<file path="src/rtl/uart_rx_regs_if.sv">
// CPU-side read port of the UART receiver: read strobes in, RX data/status/irq out.
interface uart_rx_regs_if;
  logic        rd_data;
  logic        rd_status;
  logic [31:0] rx_data;
  logic [31:0] status;
  logic        rx_irq;

  modport master (
    output rd_data,
    output rd_status,
    input  rx_data,
    input  status,
    input  rx_irq
  );

  modport slave (
    input  rd_data,
    input  rd_status,
    output rx_data,
    output status,
    output rx_irq
  );
endinterface

</file>
<file path="src/rtl/uart_rx_regs.sv">
// 8N1 UART receive engine with the RX data (63) and status (62) read registers.
module uart_rx_regs #(
  parameter int CLKS_PER_BIT = 16,
  parameter int DATA_BITS    = 8
) (
  input  logic           clk,
  input  logic           reset,
  input  logic           rx,
  input  logic           rx_en,
  uart_rx_regs_if.slave  bus
);

  localparam int CNT_W = $clog2(CLKS_PER_BIT);
  localparam int BIT_W = $clog2(DATA_BITS + 1);
  localparam logic [CNT_W-1:0] HALF_LAST = CNT_W'(CLKS_PER_BIT / 2 - 1);
  localparam logic [CNT_W-1:0] BIT_LAST  = CNT_W'(CLKS_PER_BIT - 1);
  localparam logic [BIT_W-1:0] LAST_BIT  = BIT_W'(DATA_BITS - 1);

  typedef enum logic [2:0] {
    ST_IDLE      = 3'd0,
    ST_START     = 3'd1,
    ST_DATA      = 3'd2,
    ST_STOP      = 3'd3,
    ST_WAIT_HIGH = 3'd4
  } state_t;

  state_t                 state_r;
  state_t                 state_nxt_s;
  logic [1:0]             sync_r;
  logic                   rx_s;
  logic [CNT_W-1:0]       clk_cnt_r;
  logic [BIT_W-1:0]       bit_cnt_r;
  logic [DATA_BITS-1:0]   shift_r;
  logic [DATA_BITS-1:0]   byte_r;
  logic                   rx_valid_r;
  logic                   overrun_r;
  logic                   frame_err_r;
  logic                   rx_irq_r;
  logic                   cnt_clr_s;
  logic                   bit_clr_s;
  logic                   shift_s;
  logic                   accept_s;
  logic                   ferr_set_s;

  assign rx_s = sync_r[1];

  // Two-flop synchronizer for the asynchronous serial line; idles high.
  always_ff @(posedge clk) begin
    if (reset) begin
      sync_r <= 2'b11;
    end else begin
      sync_r <= {sync_r[0], rx};
    end
  end

  // FSM state register.
  always_ff @(posedge clk) begin
    if (reset) begin
      state_r <= ST_IDLE;
    end else begin
      state_r <= state_nxt_s;
    end
  end

  // Next-state logic; a low rx_en forces IDLE from any state.
  always_comb begin
    state_nxt_s = state_r;
    if (!rx_en) begin
      state_nxt_s = ST_IDLE;
    end else begin
      case (state_r)
        ST_IDLE: begin
          if (!rx_s) state_nxt_s = ST_START;
          else       state_nxt_s = ST_IDLE;
        end
        ST_START: begin
          if (clk_cnt_r == HALF_LAST) state_nxt_s = rx_s ? ST_IDLE : ST_DATA;
          else                        state_nxt_s = ST_START;
        end
        ST_DATA: begin
          if (clk_cnt_r == BIT_LAST && bit_cnt_r == LAST_BIT) state_nxt_s = ST_STOP;
          else                                                 state_nxt_s = ST_DATA;
        end
        ST_STOP: begin
          if (clk_cnt_r == BIT_LAST) state_nxt_s = rx_s ? ST_IDLE : ST_WAIT_HIGH;
          else                       state_nxt_s = ST_STOP;
        end
        ST_WAIT_HIGH: begin
          if (rx_s) state_nxt_s = ST_IDLE;
          else      state_nxt_s = ST_WAIT_HIGH;
        end
        default: state_nxt_s = ST_IDLE;
      endcase
    end
  end

  // Datapath controls decoded from the current state and counters.
  always_comb begin
    cnt_clr_s  = 1'b0;
    bit_clr_s  = 1'b0;
    shift_s    = 1'b0;
    accept_s   = 1'b0;
    ferr_set_s = 1'b0;
    if (!rx_en) begin
      cnt_clr_s = 1'b1;
      bit_clr_s = 1'b1;
    end else begin
      case (state_r)
        ST_IDLE: begin
          cnt_clr_s = 1'b1;
          bit_clr_s = 1'b1;
        end
        ST_START: begin
          if (clk_cnt_r == HALF_LAST) cnt_clr_s = 1'b1;
          else                        cnt_clr_s = 1'b0;
        end
        ST_DATA: begin
          if (clk_cnt_r == BIT_LAST) begin
            shift_s   = 1'b1;
            cnt_clr_s = 1'b1;
          end else begin
            shift_s   = 1'b0;
          end
        end
        ST_STOP: begin
          if (clk_cnt_r == BIT_LAST) begin
            cnt_clr_s  = 1'b1;
            accept_s   = rx_s;
            ferr_set_s = ~rx_s;
          end else begin
            cnt_clr_s  = 1'b0;
          end
        end
        ST_WAIT_HIGH: cnt_clr_s = 1'b1;
        default: begin
          cnt_clr_s = 1'b1;
          bit_clr_s = 1'b1;
        end
      endcase
    end
  end

  // Bit-timing counter, bit counter and LSB-first shift register.
  always_ff @(posedge clk) begin
    if (reset) begin
      clk_cnt_r <= {CNT_W{1'b0}};
      bit_cnt_r <= {BIT_W{1'b0}};
      shift_r   <= {DATA_BITS{1'b0}};
    end else begin
      clk_cnt_r <= cnt_clr_s ? {CNT_W{1'b0}} : clk_cnt_r + CNT_W'(1);
      if (bit_clr_s)    bit_cnt_r <= {BIT_W{1'b0}};
      else if (shift_s) bit_cnt_r <= bit_cnt_r + BIT_W'(1);
      if (shift_s)      shift_r   <= {rx_s, shift_r[DATA_BITS-1:1]};
    end
  end

  // CPU-visible registers; a set event outranks a same-cycle read clear.
  always_ff @(posedge clk) begin
    if (reset) begin
      byte_r      <= {DATA_BITS{1'b0}};
      rx_valid_r  <= 1'b0;
      overrun_r   <= 1'b0;
      frame_err_r <= 1'b0;
      rx_irq_r    <= 1'b0;
    end else begin
      rx_irq_r <= rx_valid_r;
      if (accept_s && (!rx_valid_r || bus.rd_data)) byte_r <= shift_r;
      if (accept_s)          rx_valid_r <= 1'b1;
      else if (bus.rd_data)  rx_valid_r <= 1'b0;
      if (accept_s && rx_valid_r && !bus.rd_data) overrun_r <= 1'b1;
      else if (bus.rd_status)                     overrun_r <= 1'b0;
      if (ferr_set_s)         frame_err_r <= 1'b1;
      else if (bus.rd_status) frame_err_r <= 1'b0;
    end
  end

  assign bus.rx_data = {{(32 - DATA_BITS){1'b0}}, byte_r};
  assign bus.status  = {28'd0, (state_r != ST_IDLE), frame_err_r, overrun_r, rx_valid_r};
  assign bus.rx_irq  = rx_irq_r;

endmodule

</file>
<file path="src/flat_wrapper.sv">
// flat-port wrapper written by rule: the top's interface ports become plain ports
module uart_rx_regs_flat 
#(
  parameter int CLKS_PER_BIT = 16,
  parameter int DATA_BITS    = 8
)
  (clk, reset, rx, rx_en, bus_rd_data, bus_rd_status, bus_rx_data, bus_status, bus_rx_irq);
  uart_rx_regs_if bus_i ();
  input  logic clk;
  input  logic reset;
  input  logic rx;
  input  logic rx_en;
  input wire logic [$bits(bus_i.rd_data)-1:0] bus_rd_data;
  input wire logic [$bits(bus_i.rd_status)-1:0] bus_rd_status;
  output wire logic [$bits(bus_i.rx_data)-1:0] bus_rx_data;
  output wire logic [$bits(bus_i.status)-1:0] bus_status;
  output wire logic [$bits(bus_i.rx_irq)-1:0] bus_rx_irq;
  assign bus_i.rd_data = bus_rd_data;
  assign bus_i.rd_status = bus_rd_status;
  assign bus_rx_data = bus_i.rx_data;
  assign bus_status = bus_i.status;
  assign bus_rx_irq = bus_i.rx_irq;
  uart_rx_regs #(.CLKS_PER_BIT(CLKS_PER_BIT), .DATA_BITS(DATA_BITS)) u_core (.clk(clk), .reset(reset), .rx(rx), .rx_en(rx_en), .bus(bus_i));
endmodule
</file>
<file path="config.mk">
export PLATFORM = sky130hd
export DESIGN_NAME = uart_rx_regs_flat
export DESIGN_NICKNAME = d
export VERILOG_FILES = /design/src/rtl/uart_rx_regs_if.sv /design/src/rtl/uart_rx_regs.sv /design/src/flat_wrapper.sv
export SDC_FILE = /design/constraint.sdc
export NUM_CORES = 1
export LEC_CHECK = 0
export BUFFER_PORTS_ARGS = -buffer_cell sky130_fd_sc_hd__clkbuf_2
export CAP_MARGIN = 20
export CORE_MARGIN = 4
export CORE_UTILIZATION = 52
export DETAILED_ROUTE_END_ITERATION = 16
export GPL_ROUTABILITY_DRIVEN = 0
export HOLD_SLACK_MARGIN = 0.08
export PLACE_DENSITY = 0.85
export SYNTH_ARGS = -nofsm -noshare
export SYNTH_HDL_FRONTEND = slang
export SYNTH_SLANG_ARGS = --single-unit
export TNS_END_PERCENT = 100
</file>
<file path="constraint.sdc">
create_clock -name clk -period 2.9 [get_ports clk]
set_input_delay 0.145 -clock clk [delete_from_list [all_inputs] [get_ports clk]]
set_output_delay 0.145 -clock clk [all_outputs]
set_load 0.1 [all_outputs]
</file>
# [After elaboration in Yosys (flattened, before gate mapping)]
# Index checks and enable logic that the tools add are counted.
[word_totals] regBits=33 in_bits=6 output_inout_bits=65 elab_cells=64
[classes] n_addsub=2 eq_ne=7 mux=26 n_bitwise=2 n_reduce_logical=17
[ops] operator="$mux W1" count=20
[ops] operator="$pmux W3 S5" count=1
[ops] operator="$mux W3" count=3
[ops] operator="$add A4 B1 Y4 const B" count=2
[ops] operator="$eq A4 B3 Y1 const B" count=2
[ops] operator="$reduce_or A2 Y1" count=4
[ops] operator="$eq A3 B2 Y1 const B" count=2
[ops] operator="$reduce_bool A2 Y1" count=3
[ops] operator="$eq A4 B4 Y1 const B" count=1
[ops] operator="$logic_and A1 B1 Y1" count=4
[ops] operator="$reduce_or A4 Y1" count=1
[ops] operator="$eq A3 B1 Y1 const B" count=1
[ops] operator="$eq A3 B3 Y1 const B" count=1
[ops] operator="$logic_not A3 Y1" count=1
[ops] operator="$reduce_bool A3 Y1" count=1
[ops] operator="$logic_not A1 Y1" count=2
[ops] operator="$mux W2" count=1
[ops] operator="$not A1 Y1" count=2
[ops] operator="$pmux W1 S2" count=1
[ops] operator="$logic_or A1 B1 Y1" count=1

# [Longest topological paths before layout]
[depth] depth_word=7 ltp_mapped=7 ltp_nobuf=5

# [Worst setup path before layout]
# No wires, ideal clock.
[synth_path] path_type="flip-flop to flip-flop" startpoint="register u_core.state_r[0]" endpoint="register u_core.bit_cnt_r[1]" setup_time_ns=0.075 arrival_time_ns=1.722 required_ns=2.825 slack_ns=1.102 stages_incl_launch_ff=5 n_path_buf=1 period_less_slack_ns=1.798 path_cell_list="dfxtp_1 > clkbuf_1 > or3_1 > nand4b_1 > a21oi_1"
[synth_between] elab_chain_cells=5 elab_cells_between_ends=10 cone_classes="eq/ne (4); mux (4); reduce/logical (2)"
[synth_rtl] element="start, declared" line="uart_rx_regs.sv:27" text="state_t state_r;"
[synth_rtl] element="start signal, assigned" line="uart_rx_regs.sv:61" text="state_r <= state_nxt_s;"
[synth_rtl] element="$eq A3 B3 Y1, or another cell as far along" line="uart_rx_regs.sv:108" text="case (state_r)"
[synth_rtl] element="$reduce_or A4 Y1 (no source line)"
[synth_rtl] element="$mux W1" line="uart_rx_regs.sv:108"
[synth_rtl] element="$mux W1" line="uart_rx_regs.sv:104" text="if (!rx_en) begin"
[synth_rtl] element="$reduce_or A2 Y1 (no source line)"
[synth_rtl] element="end signal, assigned" line="uart_rx_regs.sv:147" text="bit_cnt_r <= {BIT_W{1'b0}};"
[synth_rtl] element="end signal, assigned" line="uart_rx_regs.sv:151" text="if (bit_clr_s) bit_cnt_r <= {BIT_W{1'b0}};"
[synth_rtl] element="end signal, assigned" line="uart_rx_regs.sv:152" text="else if (shift_s) bit_cnt_r <= bit_cnt_r + BIT_W'(1);"
[synth_rtl] element="end, declared" line="uart_rx_regs.sv:32" text="logic [BIT_W-1:0] bit_cnt_r;"
# Parallel ways exist; a longest one is shown, timed or not.
# A chain may end at the register's enable or synchronous reset.

# [Worst setup path in the final report]
[layout_path] startpoint="register u_core.clk_cnt_r[0]" endpoint="register u_core.bit_cnt_r[3]"
[layout_between] elab_chain_cells=4
[layout_rtl] element="start, declared" line="uart_rx_regs.sv:31" text="logic [CNT_W-1:0] clk_cnt_r;"
[layout_rtl] element="start signal, assigned" line="uart_rx_regs.sv:146" text="clk_cnt_r <= {CNT_W{1'b0}};"
[layout_rtl] element="start signal, assigned" line="uart_rx_regs.sv:150" text="clk_cnt_r <= cnt_clr_s ? {CNT_W{1'b0}} : clk_cnt_r + CNT_W'(1);"
[layout_rtl] element="$eq A4 B4 Y1" line="uart_rx_regs.sv:118" text="if (clk_cnt_r == BIT_LAST) begin"
[layout_rtl] element="$mux W1" line="uart_rx_regs.sv:118"
[layout_rtl] element="$mux W1" line="uart_rx_regs.sv:108"
[layout_rtl] element="$mux W1" line="uart_rx_regs.sv:104"
# Every way passes these cells.

==> run summary <==
The cell type with the highest aggregate area in the netlist is sky130_fd_sc_hd__dfxtp_1. Summed over all cells, the static leakage comes to 0.719 nW. Counting cells, the worst reg-to-reg path comes to 5. The actual transition at the worst max-transition pin is 0.704 ns, and the via total after detailed routing is 1186. The floorplan step defined a die boundary enclosing 4390 um2. TritonCTS built the clock tree.

The tools report the normalized max-slew margin as 52.7%. The maximum fanout along the worst path is 14. The row count was 20; the detailed-route DRC error count was 0.

The run finished with clean final reports. The residual overflow from global routing came out at 0. The critical path crosses 5 cells after its start point. The cell area that synthesis handed to floorplanning was 1770 um2. Summing all non-filler instances in the final layout gives an area of 1740 um2. The tools report the post-cts gate resize count as 0.

The die is 66.3 um wide. Counting along the longest clock path gives a buffer depth of 2. Buffers placed on the I/O ports in this run total 18. The tree is rooted in a sky130_fd_sc_hd__clkbuf_4.

The tools report the max-slew violation count as 0. Clock-pin slew was measured on the worst setup and hold paths at 0.10 ns. The worst register-to-register path ends at u_core.bit_cnt_r[3]$_SDFFE_PP0P_. Buffers inserted to repair hold after CTS numbered 2.

In the synthesized netlist the dominant register cell turns out to be sky130_fd_sc_hd__dfxtp_1. In the post-synthesis netlist, the cell with the most instances is sky130_fd_sc_hd__buf_4. Hold is met by 0.132 ns.

The cell type with the highest occurrence count on the critical path is sky130_fd_sc_hd__or3_1. Cells fill 55.3% of the core in the end. Data on the critical path is required at its endpoint by 3.18 ns.

Tracing the worst setup path back leads to its startpoint at u_core.clk_cnt_r[0]$_SDFF_PP0_. In the final timing run, aggregate negative setup slack is 0 ns. The slowest stage of the critical path is the sky130_fd_sc_hd__or3_1 cell.

Data arrives at the worst endpoint at 2.36 ns. For the number of sinks handled by clock tree synthesis, the log shows 33. For the worst-skew pair, the clock arrives at the later sink with an insertion delay of 0.34 ns. The first global-routing pass estimated 4430 um of wire. The number of antenna violations at the first check in global routing is 0, and the post-CTS setup repair buffer count is 0. The number of clock buffers added by TritonCTS is 5. After the last flow step, the layout net total stands at 226. Clock skew on the completed layout was measured at 0.00691 ns.

The startpoint of the lowest-slack register-to-register path was u_core.clk_cnt_r[0]$_SDFF_PP0_. Setup repair after global routing left no endpoint under its margin. Entering global routing, the biggest net connects 28 pins. The signal on the critical path passes through ha_1 > nand4_4 > or3_1 > or3_1 > a21oi_1. Setup violations remaining at the end of the flow were counted as 0. The run gives 1640 um2 as the placed cell area.

The critical path endpoint category was a flip-flop. The kind of start point of the critical path was a flip-flop. Global routing consumed, over all layers together, 13.1% of the routing resources. The total area inside the core boundary comes to 3150 um2. The buffer and inverter count on the worst path is 0. For this run, the top clock speed supported by timing is 0.479 GHz. The die height works out to 66.3 um. For this block, the routed nets add up to 2740 um of wire. The sum of net half-perimeters after detailed placement came out at 1980 um. In the final routed layout, each cell accounts on average for 10.4 um. The ratio of cells with drive above 1 in the final layout is 14.2%, and the antenna violation net count after detailed routing is 0. The classification of the worst-slack hold path was in2reg.

The initial utilization of the core area, before any placement, comes to 56.0%. The logs give 1004 for the via count of the first global-routing pass and 37.4% for the post-synthesis sequential area ratio. Counting the fill cells in the layout gives 309. Number of inserted diodes: 0. Number of synthesized register bits: 33. In this run the power density over the cells is 646 nW/um2. Dividing the synthesized area by the synthesized cell count gives 8.61 um2.

After synthesis, the share of flip-flops with an asynchronous set or reset is 0%. The count of flip-flops with a built-in enable after synthesis was 0. The vias per cell was 4.51; the count of mapped cells out of synthesis was 205. The count of placed standard cells in the final layout, fillers left out is 263. The starting DRC count in detailed routing is 25, and the portion of the clock cycle consumed by the worst path in the final layout is 72.0%. Ranked by instance count, the synthesized netlist is headed by sky130_fd_sc_hd__buf_4, sky130_fd_sc_hd__dfxtp_1, sky130_fd_sc_hd__nand2_1.

The largest voltage drop on the vdd net was 0.346 mV. The first TritonRoute pass finished after 4 iterations. The tool flagged a number of max-cap violations equal to 0. The worst path in the final design needs a cycle of 2.09 ns, including I/O delays and setup. The logs give 71 for the I/O pin count and 0 for the total of warnings raised by yosys. Ranked by total cell area, the synthesized netlist is headed by sky130_fd_sc_hd__dfxtp_1, sky130_fd_sc_hd__buf_4, sky130_fd_sc_hd__mux2i_1, sky130_fd_sc_hd__nand2_1, sky130_fd_sc_hd__nor2_1.

The worst setup path is of the reg2reg kind. The share of synthesized area in the top cell type comes to 37.4%. The worst register-to-register path has a setup slack of 0.81 ns. In this design, the largest share of critical-path delay is due to simple AND/OR/NAND/NOR gates.

The run gives 253 as the number of instances in the placed design. The synthesized netlist contains 34 unique library cells. Growth of design area from synthesis to finish: -1.28%. The most critical setup path has its endpoint at u_core.bit_cnt_r[3]$_SDFFE_PP0P_. The H-tree generated during clock tree synthesis spans 2 levels. For this run, the slowest stage of the critical path takes 0.59 ns.

For the count of endpoints failing hold in the final timing report, the log shows 0.
worst register-to-register path, stage by stage (launching register included):
cell and delay, ns:
sky130_fd_sc_hd__dfxtp_1 0.38, sky130_fd_sc_hd__ha_1 0.35, sky130_fd_sc_hd__nand4_4 0.17, sky130_fd_sc_hd__or3_1 0.59, sky130_fd_sc_hd__or3_1 0.41, sky130_fd_sc_hd__a21oi_1 0.13
per-layer routing:
metal	routed length (um)	part of all wire [%]	global-route usage [%]
met1	1210	44	16.8
met2	1190	43	19.6
met3	278	10	4.42
met4	59	2.2	6.09
met5	0	0	0
cell usage in the layout, fill, tap and decap left out, drive strengths merged, types with 2 or more instances in the layout:
cell	n
a21oi	14
nor2b	5
conb	52
clkbuf	25
dlygate4sd3	2
ha	2
nand3	2
xnor2	3
nand2b	3
dfxtp	33
or3	5
o21ai	3
mux2i	8
inv	2
nor3	3
or2	2
nand2	21
nor2	20
power by group:
| part | internal, mW | switching (mW) | total, mW |
|---|---|---|---|
| registers | 0.455 | 0.00184 | 0.456 |
| logic | 0.00726 | 0.305 | 0.313 |
| clock network | 0.206 | 0.151 | 0.356 |
logic make-up after synthesis:
family                   share of synthesized area (%)
AO/OA/AOI/OAI                                     8.72
XOR/XNOR                                          1.49
adder cells (fa/ha/maj)                           1.42
buffers and inverters                             26.7
flip-flops                                        37.4
multiplexers                                      4.54
other                                            0.212
AND/OR/NAND/NOR                                   19.5
worst min-delay path by stage:
stage	endpoint	cells after the start	from
floorplan	u_core.sync_r[0]$_SDFF_PP1_	1	rx
global placement	u_core.sync_r[0]$_SDFF_PP1_	2	rx
detailed placement	u_core.sync_r[0]$_SDFF_PP1_	2	rx
CTS	u_core.frame_err_r$_SDFFE_PP0P_	4	bus_rd_status
global route	u_core.frame_err_r$_SDFFE_PP0P_	4	bus_rd_status
finish	u_core.frame_err_r$_SDFFE_PP0P_	4	bus_rd_status
flip-flops by register name, summed over array words and instances (netlist names):
name	count
u_core.overrun_r	1
u_core.frame_err_r	1
u_core.bit_cnt_r	4
u_core.sync_r	2
u_core.rx_valid_r	1
u_core.bus.rx_irq	1
u_core.clk_cnt_r	4
u_core.byte_r	8
u_core.state_r	3
u_core.shift_r	8
stage by stage:
step	total power [mW]	worst slack (ns)
after CTS	1.13	0.797
after detailed placement	0.776	0.820
after global routing	1.16	0.622
after global placement	0.775	0.887
after floorplan	0.825	1.10
final	1.13	0.813
cell type report:
class,count,area (um2),area share (%)
flip-flops and latches,33,661,37.9
clock inverters,1,30.0,1.72
multi-input cells,156,825,47.3
well taps,44,55.1,3.16
clock buffers,7,55.1,3.16
inverters,2,7.51,0.431
repair buffers,20,110,6.32
(Power assumes the default switching activity.)
